--- config.mk ---
export PLATFORM = sky130hd
export DESIGN_NAME = ifu_fetch_buf_flat
export DESIGN_NICKNAME = d
export VERILOG_FILES = /design/src/rtl/ifu_fetch_buf_if.sv /design/src/rtl/ifu_fetch_buf.sv /design/src/flat_wrapper.sv
export SDC_FILE = /design/constraint.sdc
export NUM_CORES = 1
export LEC_CHECK = 0
export BUFFER_PORTS_ARGS = -buffer_cell sky130_fd_sc_hd__buf_2
export CAP_MARGIN = 20
export CORE_UTILIZATION = 63
export DETAILED_ROUTE_END_ITERATION = 12
export GPL_ROUTABILITY_DRIVEN = 0
export PLACE_DENSITY = 0.93
export SYNTH_ARGS = -nofsm -noshare
export SYNTH_HDL_FRONTEND = slang
export SYNTH_SLANG_ARGS = --single-unit
--- constraint.sdc ---
create_clock -name clk -period 16.09 [get_ports clk]
set_input_delay 3.218 -clock clk [delete_from_list [all_inputs] [get_ports clk]]
set_output_delay 3.218 -clock clk [all_outputs]
set_load 0.01 [all_outputs]
--- src/rtl/ifu_fetch_buf_if.sv ---
// Fetch-buffer bus: instruction-memory request/response channel plus the
// instruction stream handed to decode.
interface ifu_fetch_buf_if #(
    parameter int ADDR_W = 32,
    parameter int DATA_W = 32
);
    logic              mem_req_valid_o;
    logic              mem_req_ready_i;
    logic [ADDR_W-1:0] mem_req_addr_o;
    logic              mem_rsp_valid_i;
    logic [DATA_W-1:0] mem_rsp_data_i;
    logic              inst_valid_o;
    logic              inst_ready_i;
    logic [DATA_W-1:0] inst_o;
    logic [ADDR_W-1:0] inst_addr_o;

    modport master (
        output mem_req_valid_o, mem_req_addr_o, inst_valid_o, inst_o, inst_addr_o,
        input  mem_req_ready_i, mem_rsp_valid_i, mem_rsp_data_i, inst_ready_i
    );

    modport slave (
        input  mem_req_valid_o, mem_req_addr_o, inst_valid_o, inst_o, inst_addr_o,
        output mem_req_ready_i, mem_rsp_valid_i, mem_rsp_data_i, inst_ready_i
    );
endinterface

--- src/rtl/ifu_fetch_buf.sv ---
// Fetch stage: issues in-order instruction reads for the current PC, pairs the
// returning data with its PC and queues it for decode; redirects flush and discard.
module ifu_fetch_buf #(
    parameter int ADDR_W = 32,
    parameter int DATA_W = 32,
    parameter int DEPTH  = 4,
    parameter int CNT_W  = 3
) (
    input  logic              clk,
    input  logic              rst,
    input  logic [ADDR_W-1:0] pc_i,
    input  logic              jump_flag_i,
    input  logic [2:0]        hold_flag_i,
    output logic              pc_stall_o,
    ifu_fetch_buf_if.master   bus
);
    localparam int               PTR_W   = $clog2(DEPTH);
    localparam logic [2:0]       HOLD_PC = 3'd1;
    localparam logic [CNT_W+1:0] DEPTH_C = (CNT_W+2)'(DEPTH);

    logic [ADDR_W-1:0] fifo_addr [DEPTH];
    logic [DATA_W-1:0] fifo_data [DEPTH];
    logic [ADDR_W-1:0] pend_addr [DEPTH];

    logic [PTR_W-1:0] fifo_wr_ptr, fifo_rd_ptr, pend_wr_ptr, pend_rd_ptr;
    logic [CNT_W-1:0] fifo_count, outstanding, discard;
    logic [CNT_W-1:0] fifo_count_n, outstanding_n, discard_n;
    logic [CNT_W+1:0] credit_used;
    logic             can_issue, accept, rsp_take, rsp_drop, pop;

    // Every slot is either in flight, buffered, or owed to a discarded response;
    // the request is also held off while reset is asserted.
    assign credit_used = (CNT_W+2)'(outstanding) + (CNT_W+2)'(fifo_count) + (CNT_W+2)'(discard);
    assign can_issue   = rst && (credit_used < DEPTH_C) && (hold_flag_i < HOLD_PC) && !jump_flag_i;
    assign accept      = can_issue && bus.mem_req_ready_i;
    assign rsp_drop    = bus.mem_rsp_valid_i && (discard != '0);
    assign rsp_take    = bus.mem_rsp_valid_i && (discard == '0) && (outstanding != '0);
    assign pop         = (fifo_count != '0) && bus.inst_ready_i && !jump_flag_i;

    assign bus.mem_req_valid_o = can_issue;
    assign bus.mem_req_addr_o  = pc_i;
    assign pc_stall_o          = !accept;
    assign bus.inst_valid_o    = (fifo_count != '0);
    assign bus.inst_o          = bus.inst_valid_o ? fifo_data[fifo_rd_ptr] : '0;
    assign bus.inst_addr_o     = bus.inst_valid_o ? fifo_addr[fifo_rd_ptr] : '0;

    // On a redirect every response still in flight becomes one to throw away,
    // less any response that lands on the redirect cycle itself.
    always_comb begin
        fifo_count_n  = fifo_count;
        outstanding_n = outstanding;
        discard_n     = discard;
        if (jump_flag_i) begin
            fifo_count_n  = '0;
            outstanding_n = '0;
            discard_n     = discard + outstanding
                          - CNT_W'(bus.mem_rsp_valid_i && ((discard != '0) || (outstanding != '0)));
        end else begin
            fifo_count_n  = fifo_count + CNT_W'(rsp_take) - CNT_W'(pop);
            outstanding_n = outstanding + CNT_W'(accept) - CNT_W'(rsp_take);
            discard_n     = discard - CNT_W'(rsp_drop);
        end
    end

    always_ff @(posedge clk or negedge rst) begin
        if (!rst) begin
            fifo_count  <= '0;
            outstanding <= '0;
            discard     <= '0;
            fifo_wr_ptr <= '0;
            fifo_rd_ptr <= '0;
            pend_wr_ptr <= '0;
            pend_rd_ptr <= '0;
        end else begin
            fifo_count  <= fifo_count_n;
            outstanding <= outstanding_n;
            discard     <= discard_n;
            if (jump_flag_i) begin
                fifo_wr_ptr <= '0;
                fifo_rd_ptr <= '0;
                pend_wr_ptr <= '0;
                pend_rd_ptr <= '0;
            end else begin
                fifo_wr_ptr <= fifo_wr_ptr + PTR_W'(rsp_take);
                fifo_rd_ptr <= fifo_rd_ptr + PTR_W'(pop);
                pend_wr_ptr <= pend_wr_ptr + PTR_W'(accept);
                pend_rd_ptr <= pend_rd_ptr + PTR_W'(rsp_take);
            end
        end
    end

    // Payload storage needs no reset: occupancy alone decides what is visible.
    always_ff @(posedge clk) begin
        if (accept) begin
            pend_addr[pend_wr_ptr] <= pc_i;
        end
        if (rsp_take && !jump_flag_i) begin
            fifo_addr[fifo_wr_ptr] <= pend_addr[pend_rd_ptr];
            fifo_data[fifo_wr_ptr] <= bus.mem_rsp_data_i;
        end
    end
endmodule

--- src/flat_wrapper.sv ---
// flat-port wrapper written by rule: the top's interface ports become plain ports
module ifu_fetch_buf_flat 
#(
    parameter int ADDR_W = 32,
    parameter int DATA_W = 32,
    parameter int DEPTH  = 4,
    parameter int CNT_W  = 3
)
  (clk, rst, pc_i, jump_flag_i, hold_flag_i, pc_stall_o, bus_mem_req_valid_o, bus_mem_req_addr_o, bus_inst_valid_o, bus_inst_o, bus_inst_addr_o, bus_mem_req_ready_i, bus_mem_rsp_valid_i, bus_mem_rsp_data_i, bus_inst_ready_i);
  ifu_fetch_buf_if #(.ADDR_W(ADDR_W), .DATA_W(DATA_W)) bus_i ();
  input  logic clk;
  input  logic rst;
  input  logic [ADDR_W-1:0] pc_i;
  input  logic jump_flag_i;
  input  logic [2:0] hold_flag_i;
  output logic pc_stall_o;
  output wire logic [$bits(bus_i.mem_req_valid_o)-1:0] bus_mem_req_valid_o;
  output wire logic [$bits(bus_i.mem_req_addr_o)-1:0] bus_mem_req_addr_o;
  output wire logic [$bits(bus_i.inst_valid_o)-1:0] bus_inst_valid_o;
  output wire logic [$bits(bus_i.inst_o)-1:0] bus_inst_o;
  output wire logic [$bits(bus_i.inst_addr_o)-1:0] bus_inst_addr_o;
  input wire logic [$bits(bus_i.mem_req_ready_i)-1:0] bus_mem_req_ready_i;
  input wire logic [$bits(bus_i.mem_rsp_valid_i)-1:0] bus_mem_rsp_valid_i;
  input wire logic [$bits(bus_i.mem_rsp_data_i)-1:0] bus_mem_rsp_data_i;
  input wire logic [$bits(bus_i.inst_ready_i)-1:0] bus_inst_ready_i;
  assign bus_mem_req_valid_o = bus_i.mem_req_valid_o;
  assign bus_mem_req_addr_o = bus_i.mem_req_addr_o;
  assign bus_inst_valid_o = bus_i.inst_valid_o;
  assign bus_inst_o = bus_i.inst_o;
  assign bus_inst_addr_o = bus_i.inst_addr_o;
  assign bus_i.mem_req_ready_i = bus_mem_req_ready_i;
  assign bus_i.mem_rsp_valid_i = bus_mem_rsp_valid_i;
  assign bus_i.mem_rsp_data_i = bus_mem_rsp_data_i;
  assign bus_i.inst_ready_i = bus_inst_ready_i;
  ifu_fetch_buf #(.ADDR_W(ADDR_W), .DATA_W(DATA_W), .DEPTH(DEPTH), .CNT_W(CNT_W)) u_core (.clk(clk), .rst(rst), .pc_i(pc_i), .jump_flag_i(jump_flag_i), .hold_flag_i(hold_flag_i), .pc_stall_o(pc_stall_o), .bus(bus_i));
endmodule
==> run summary, run 1 <==
Max cap viols: 0
Fin nets: 981
# fillers: 1375
Worst setup SP type: input port
Area contributors post-synth: edfxtp_1 (73%), mux4_2 (13%), dfrtp_1 (2.7%), and2_1 (2.5%), buf_4 (1.6%)
Layout area overhead: 13.86%
Worst-path clk slew: 60 ps
Worst setup EP type: output port
Kind of critical path: in -> out
Core Area: 0.02446 mm^2
Top FF cell, synth: edfxtp_1
CP arrival: 4670 ps
Seq/Total Area, Yosys: 75.82%
DR vias: 7217
Die H: 160.2 um
DR iter-0 viols: 517
Clock sink count: 401
Tot GR Track Use: 22.90%
Clock power frac: 37.9%
Syn avg cell area: 21.84 um^2
WL/cell: 22.41 um
Syn Std Cell Area: 0.01577 mm^2
Share of layout cells above drive strength 1: 37.55%
Initial Util: 64.47%
Commonest non-fill, non-tap cell in the layout: edfxtp_1
Sw power: 0.5240 mW
Net Count, Synth: 817
Multi-input gate area: 0.003316 mm^2
Gate power share: 11.9%
Max Clock Skew: 17.17 ps
# rows: 57
Net Sw Frac: 22.66%
Outcome: finished clean
Setup TNS Final: 0 ps
I/O pins: 172
Global-route wire length before repair: 43.73 mm
Critical path fanouts, max: 18
H-tree Lvls: 2
Die X: 160.2 um
CTS tree: yes
PortBufs: 171
Die area: 0.02567 mm^2
Initial antenna violation count: 0
Fmax: 126.8 MHz
Period utilisation layout: 49.03%
Cells along the critical path: buf_2 -> nor3b_1 -> o211ai_1 -> or3_1 -> buf_2
Critical path required time: 12870 ps
Sequential cell area: 0.01197 mm^2
Vias in the first global route: 7777
Minimum clock period: 7889 ps
HP Class: reg -> reg
Power Dens Cells: 128.8 mW/mm^2
Postcts setup bufs: 0
Crit-path max cell delay: 430 ps
Later-pin clock latency in the skew report: 520 ps
Yosys top cell area share: 73.12%
Clk root buf: clkbuf_16
RSZ-0062 raised after global routing: no
Cell mode on critical path: buf_2
VDD IR max: 0.1290 mV
Worst Tran Pin Value: 1019 ps
Residual DRC count: 0
CP max stage cell: or3_1
TritonRoute pass-1 iters: 4
Post-DRT Antenna Nets: 0
DR vias/cell: 5.820
Max Slew Vio Count: 0
Fin. Hold Viols: 0
Reg power frac: 50.1%
GRT overflow: 0
Synth warn: 0
Static leakage: 6.200 nW
Relative slew slack: 32.10%
Num CTS Buffers: 40
Int Pwr: 1.789 mW
Yosys cell types: 32
ANT cells: 0
Yosys reg bits: 401
Synth Instances: 722
Post-synth EDFFs: 384
Detailed placer's ending HPWL: 15.93 mm
Post_cts resized: 0
Final wirelength: 27.79 mm
Async SR Flop Fraction: 4.239%
CTS Hold Bufs: 0
Highest-count cells in the layout ignoring fill and taps: edfxtp_1 (384), buf_2 (171), mux4_2 (92), and2_1 (64), clkbuf_16 (41)
Final setup vio count: 0
Placed cell count: 1168
Largest net degree at the start of global routing: 66
Area leader, netlist: edfxtp_1
Finished Layout Cells: 1240
Clk buf depth: 3
final cells by class:
cell class	instances	share of cell area (%)
clock buffers	52	5.944
multi-input cells	242	18.47
flip-flops and latches	401	66.64
well taps	324	2.258
repair buffers	186	5.393
clock inverters	20	0.9825
inverters	15	0.3136
per-stage QoR:
stage	power, mW	worst slack, ps	area, um^2	utilization, %	hold WS (ps)
floorplan	1.363	5150	15770	-	467.8
global placement	1.455	8245	16710	68.32	495.1
detailed placement	1.463	8179	16710	68.32	498.4
CTS	2.342	8170	17960	73.40	506.7
global route	2.403	8058	17960	73.40	531.1
finish	2.313	8201	17960	73.40	513.5
final timing paths:
kind / from / end / slack (ps) / depth (start not counted)
max in group asynchronous: rst / u_core.fifo_rd_ptr[1] / 13140 / 1
worst min-delay path: u_core.discard[2] / u_core.discard[2] / 510 / 1
worst min register to register: u_core.discard[2] / u_core.discard[2] / 510 / 1
worst max-delay path: rst / pc_stall_o / 8200 / 5
min in group asynchronous: rst / u_core.pend_wr_ptr[0] / 2620 / 1
worst max register to register: u_core.outstanding[0] / u_core.outstanding[2] / 12790 / 12
power groups by stage:
stage	clock network (mW)	registers, mW	logic, mW
floorplan	0	1.17	0.189
global placement	0	1.18	0.273
detailed placement	0	1.18	0.281
CTS	0.900	1.16	0.283
global route	0.938	1.16	0.305
finish	0.877	1.16	0.276
cell families after synthesis:
kind of cell | share of synthesized area, %
flip-flops | 75.82
AND/OR/NAND/NOR | 4.038
XOR/XNOR | 0.7061
AO/OA/AOI/OAI | 0.1904
buffers and inverters | 3.443
multiplexers | 13.87
adder cells (fa/ha/maj) | 1.936
metal layers:
layer  vias up  global-route usage (%)  part of all wire (%)
li1       3202                       -                     -
met1      3750                   29.83                    40
met2       236                   40.61                    54
met3        29                   3.325                   4.7
met4         0                   6.494                   1.4
met5         -                       0                     0
sequential cells by signal (all words and copies together) (netlist names):
name                cells
u_core.fifo_rd_ptr      2
u_core.pend_addr      128
u_core.discard          3
u_core.fifo_addr      128
u_core.fifo_count       3
u_core.pend_rd_ptr      2
u_core.fifo_data      128
u_core.outstanding      3
u_core.fifo_wr_ptr      2
u_core.pend_wr_ptr      2
critical path: cells and delay by family:
| kind | cells | cell delay (ps) |
|---|---|---|
| simple gates | 2 | 670 |
| buf+inv | 2 | 480 |
| compound gates | 1 | 300 |
synth_stat cells (2+ instances only):
library cell	n
nand3b_1	3
inv_1	15
ha_1	18
nor2b_1	8
nor4b_1	2
and2_1	64
fa_1	4
nor2_1	10
nor4_1	2
nand3_1	2
edfxtp_1	384
buf_4	34
xor2_1	3
nor3_1	8
or3_1	3
buf_2	11
buf_12	6
mux4_2	92
a21oi_1	2
clkbuf_1	12
xnor2_1	7
nand2_1	3
dfrtp_1	17
mux4_1	4
Power figures use the tool's default switching activity.
==> inputs of run 2 (changes only) <==
Settings changed: CORE_UTILIZATION 63 to 53, PLACE_DENSITY 0.93 to 0.84.
Clock period 16.09 ns to 6.65 ns, I/O delays scaled along.
==> run 2 against run 1 <==
- register-to-register slack got worse by 9400 ps
- highest routed layer unchanged
- clock power rose by 140%
- setup slack got worse by 5900 ps
- sequential share of layout area fell by 0.25 points
- core utilization fell by 11 points
- critical path depth fell by 1
- final area rose by 0.38%
- sequential power rose by 140%
- clock-buffer cell count fell by 2
- global-route usage fell by 3.2 points
- flip-flop and latch count did not move
==> run summary, run 2 (same netlist as run 1, synthesis figures left out) <==
Outcome: finished clean
DP Worst Slack: 2474 ps
Highest-count cells in the layout ignoring fill and taps: edfxtp_1 (384), buf_2 (171), mux4_2 (92), and2_1 (64), clkbuf_16 (41)
ANT cells: 0
Sw power: 1.289 mW
Hold Worst Slack: 513.7 ps
DR vias: 7288
PortBufs: 171
Static leakage: 6.174 nW
Worst Reg-to-Reg Cells: 12
Post-DRT Antenna Nets: 0
Critical R2R Launch: u_core.outstanding[0]
Commonest non-fill, non-tap cell in the layout: edfxtp_1
Initial Util: 54.36%
Fmax: 228.0 MHz
Cells along the critical path: buf_4 -> mux4_1 -> and2_1 -> buf_2
Tot GR Track Use: 19.65%
Relative slew slack: 31.16%
Power Dens Cells: 311.5 mW/mm^2
Residual DRC count: 0
Design Area, Final: 0.01802 mm^2
VDD IR max: 0.2371 mV
Sequential cell area: 0.01197 mm^2
Fin nets: 980
Later-pin clock latency in the skew report: 510 ps
Postcts setup bufs: 0
TritonRoute pass-1 iters: 4
Largest registers: u_core.fifo_addr: 128 flops, u_core.fifo_data: 128 flops, u_core.pend_addr: 128 flops
Critical R2R Capture: u_core.outstanding[2]
Core Area: 0.02901 mm^2
Final setup vio count: 0
Crit-path max cell delay: 1030 ps
Global-route wire length before repair: 44.44 mm
CTS Hold Bufs: 0
HP Class: reg -> reg
CP max stage cell: dfrtp_4
R2R Setup Slk: 3430 ps
Die H: 174.5 um
RSZ-0062 raised after global routing: no
Multi-input gate area: 0.003316 mm^2
DR vias/cell: 5.619
Layout area overhead: 14.30%
Critical path required time: 5320 ps
Reg power frac: 50.2%
Max Slew Vio Count: 0
WL/cell: 22.51 um
Final WS setup: 2263 ps
Largest net degree at the start of global routing: 67
Detailed placer's ending HPWL: 16.61 mm
Fin. Hold Viols: 0
Hold Crit Endpoint: u_core.discard[2]
Max cap viols: 0
Vias in the first global route: 7705
Die X: 174.5 um
CP arrival: 3060 ps
Clock power frac: 37.9%
Critical path fanouts, max: 43
Minimum clock period: 4387 ps
Max Clock Skew: 7.902 ps
GRT overflow: 0
# fillers: 1978
Worst-path clk slew: 60 ps
Worst Tran Pin Value: 1033 ps
Net Sw Frac: 22.95%
CTS tree: yes
Worst setup EP type: output port
Die area: 0.03045 mm^2
Clk buf depth: 3
# rows: 62
H-tree Lvls: 2
Initial antenna violation count: 0
Setup TNS Final: 0 ps
Period utilisation layout: 65.96%
Worst setup SP type: register
DR iter-0 viols: 618
Final wirelength: 29.20 mm
I/O pins: 172
Gate power share: 11.9%
Num CTS Buffers: 40
Int Pwr: 4.325 mW
Kind of critical path: reg -> out
Hold path depth: 1
Clk root buf: clkbuf_16
Share of layout cells above drive strength 1: 37.46%
DP Area: 0.01678 mm^2
Clock sink count: 401
Post_cts resized: 0
Hold path start: u_core.discard[2]
## run 2: cell count changes in the layout (fill, tap and decap cells not counted)
cell        before  now
clkinv_2         6    1
clkinvlp_4       0    4
clkbuf_1        11    9
buf_4           15   14
clkinv_1         8    9
clkinv_4         1    2
inv_6            2    1
## run 2: metal layers
metal | global-route usage, % | vias up | part of all wire, %
met5 | 0 | - | 0
met4 | 5.580 | 0 | 2.1
met3 | 3.368 | 41 | 6.4
met2 | 34.83 | 275 | 53
met1 | 25.03 | 3771 | 39
li1 | - | 3201 | -
## run 2: area by class of cell
class	instances	area share [%]
well taps	384	2.666
flip-flops and latches	401	66.39
repair buffers	185	5.331
multi-input cells	242	18.40
clock inverters	20	1.027
inverters	15	0.3124
clock buffers	50	5.880
## run 2: worst max-delay path, delay by kind of cell, from the launching register on
| family | cells | cell delay [ps] |
|---|---|---|
| buffers and inverters | 2 | 700 |
| muxes | 1 | 600 |
| DFF | 1 | 1030 |
| and+or+nand+nor | 1 | 180 |
## run 2: worst max path at each step
stage                               start                      to  slack [ps]  depth (start not counted)
floorplan                     jump_flag_i  u_core.fifo_addr[1][0]       -2400                          3
global placement                      rst              pc_stall_o        2560                          5
detailed placement                    rst              pc_stall_o        2470                          5
CTS                 u_core.fifo_rd_ptr[0]      bus_inst_addr_o[0]        2140                          4
global route        u_core.fifo_rd_ptr[0]          bus_inst_o[31]        2060                          4
finish              u_core.fifo_rd_ptr[0]      bus_inst_addr_o[0]        2260                          4
## run 2: power groups by stage
stage	Clock (mW)	Combinational, mW	Sequential, mW
final	2.13	0.667	2.82
after global routing	2.26	0.738	2.82
after CTS	2.17	0.683	2.82
after detailed placement	0	0.675	2.87
after global placement	0	0.664	2.87
after floorplan	0	0.458	2.84
## run 2: stage by stage
step	total power [mW]	util [%]	cells
4_1_cts	5.677	62.13	1297
2_1_floorplan	3.299	-	722
5_1_grt	5.821	62.13	1297
3_5_place_dp	3.550	57.84	1227
3_3_place_gp	3.538	57.84	1227
6_report	5.614	62.13	1297
==> inputs of run 3 (changes only) <==
Clock period 6.65 ns to 3.8 ns, I/O delays scaled along.
==> run 3 against run 2 <==
- final cell count up 0.62%
- final area increased by 0.96%
- sequential power up 74%
- register-to-register slack got worse by 2900 ps
- clock skew grew 6.9 ps
- critical path depth up 4
==> run summary, run 3 (same netlist as run 1, synthesis figures left out) <==
# rows: 62
Commonest non-fill, non-tap cell in the layout: edfxtp_1
Finished Layout Cells: 1305
Clock sink count: 401
Cells along the critical path: ha_1 -> fa_1 -> xor2_1 -> ha_1 -> nor4_1 -> nand2_2 -> or3_1 -> buf_2
Residual DRC count: 0
Initial Util: 54.36%
WL/cell: 20.99 um
CP arrival: 2810 ps
Power Dens Cells: 543.1 mW/mm^2
VDD IR max: 0.4726 mV
Clk buf depth: 3
Initial antenna violation count: 1
Global Route met3 Usage: 3.084%
Design Area, Final: 0.01820 mm^2
HP Class: in -> async
Largest net degree at the start of global routing: 66
Max Clock Skew: 14.81 ps
DR vias/cell: 5.547
Final setup vio count: 0
Layout area overhead: 15.39%
Worst path bufs/invs: 1
Worst Tran Pin Value: 874.0 ps
Static leakage: 6.301 nW
Relative slew slack: 41.73%
Max cap viols: 0
Final wirelength: 27.39 mm
CTS tree: yes
M2 GR Usage: 31.96%
Outcome: finished clean
Worst setup EP type: output port
H-tree Lvls: 2
Die area: 0.03045 mm^2
Tot GR Track Use: 18.60%
Die H: 174.5 um
Fin nets: 988
CP delay by family, top: adder cells
Global-route wire length before repair: 42.59 mm
Worst Reg-to-Reg Cells: 13
DR vias: 7239
CTS Hold Bufs: 0
Vias in the first global route: 7549
GRT met1 Usage: 24.91%
Kind of critical path: reg -> out
Share of layout cells above drive strength 1: 38.33%
Critical path required time: 3040 ps
CP max stage cell: fa_1
PortBufs: 171
Later-pin clock latency in the skew report: 530 ps
RSZ-0062 raised after global routing: no
Crit-path max cell delay: 430 ps
Clk root buf: clkbuf_16
DP Worst Slack: 468.6 ps
Period utilisation layout: 94.05%
Worst-path clk slew: 60 ps
Post-DRT Antenna Nets: 0
Die X: 174.5 um
Num CTS Buffers: 41
Final Power: 9.884 mW
GRT overflow: 0
DP Area: 0.01692 mm^2
Core Area: 0.02901 mm^2
Critical path fanouts, max: 3
Top Usage Layer GRT: met2
Max Slew Vio Count: 0
Cell mode on critical path: ha_1
Worst path depth: 8
Fin. Hold Viols: 0
I/O pins: 172
DR iter-0 viols: 522
Minimum clock period: 3574 ps
Final WS setup: 226.2 ps
ANT cells: 0
Detailed placer's ending HPWL: 15.85 mm
Placed cell count: 1233
Largest registers: u_core.fifo_addr: 128 flops, u_core.fifo_data: 128 flops, u_core.pend_addr: 128 flops
Fmax: 279.8 MHz
Worst setup SP type: register
Highest-count cells in the layout ignoring fill and taps: edfxtp_1 (384), buf_2 (171), mux4_2 (92), and2_1 (64), clkbuf_16 (41)
TritonRoute pass-1 iters: 6
==> run 3: changes by cell type in the layout (fill, tap and decap cells not counted), sizes merged <==
cell / change
clkinv: +2
buf: +7
inv: +2
clkinvlp: -3
==> run 3: final timing paths <==
check / startpoint / to / slack [ps]
setup / recovery: u_core.outstanding[0] / pc_stall_o / 230
hold / removal: rst / u_core.outstanding[2] / 200
setup reg to reg: u_core.outstanding[0] / u_core.outstanding[2] / 580
hold reg to reg: u_core.discard[2] / u_core.discard[2] / 520
max in group asynchronous: rst / u_core.fifo_rd_ptr[1] / 3380
min in group clk: pc_i[10] / u_core.pend_addr[1][10] / 450
==> run 3: metal layers <==
layer  share of wire [%]  vias to the layer above  wire length, um
met5               0.029                        -                8
met4                 1.5                        2              401
met3                 7.0                       39             1924
met2                  51                      270            13850
met1                  41                     3718            11210
li1                    -                     3210                -
==> run 3: area by class of cell <==
type | instances | area [um^2]
Clock inverter | 21 | 207.7
Fill cell | 1947 | 10820
Sequential cell | 401 | 11970
Clock buffer | 50 | 1060
Timing Repair Buffer | 192 | 1051
Tap cell | 384 | 480.5
Inverter | 15 | 56.30
Multi-Input combinational cell | 242 | 3376
==> run 3: worst reg2reg max path, cell delays in order (launching register included) <==
cell     delay (ps)
dfrtp_1         400
ha_1            240
fa_1            430
xor2_1          160
ha_1            200
nor4_1          320
nand2_2          90
buf_4           190
nor3_1          250
ha_1            200
inv_1            50
fa_1            370
xnor2_1         160
nor2_1           50
==> run 3: repair_timing <==
action                     4_1_cts  5_1_grt
setup endpoints to repair        1        0
resized for setup                1        0
setup buffers                    1        0
==> run 3: where the power goes <==
group	internal, mW	leakage [nW]	switching (mW)
Sequential	4.86	3.67	0.0559
Combinational	0.549	2.01	0.658
Clock	2.20	0.619	1.56
==> run 3: through the flow <==
step                utilization [%]  hold slack, ps  setup TNS, ps
detailed placement            58.32           504.0              0
floorplan                         -           464.4        -302350
global route                  62.72           201.5              0
finish                        62.72           199.3              0
global placement              58.32           507.2              0
CTS                           62.72           190.2              0
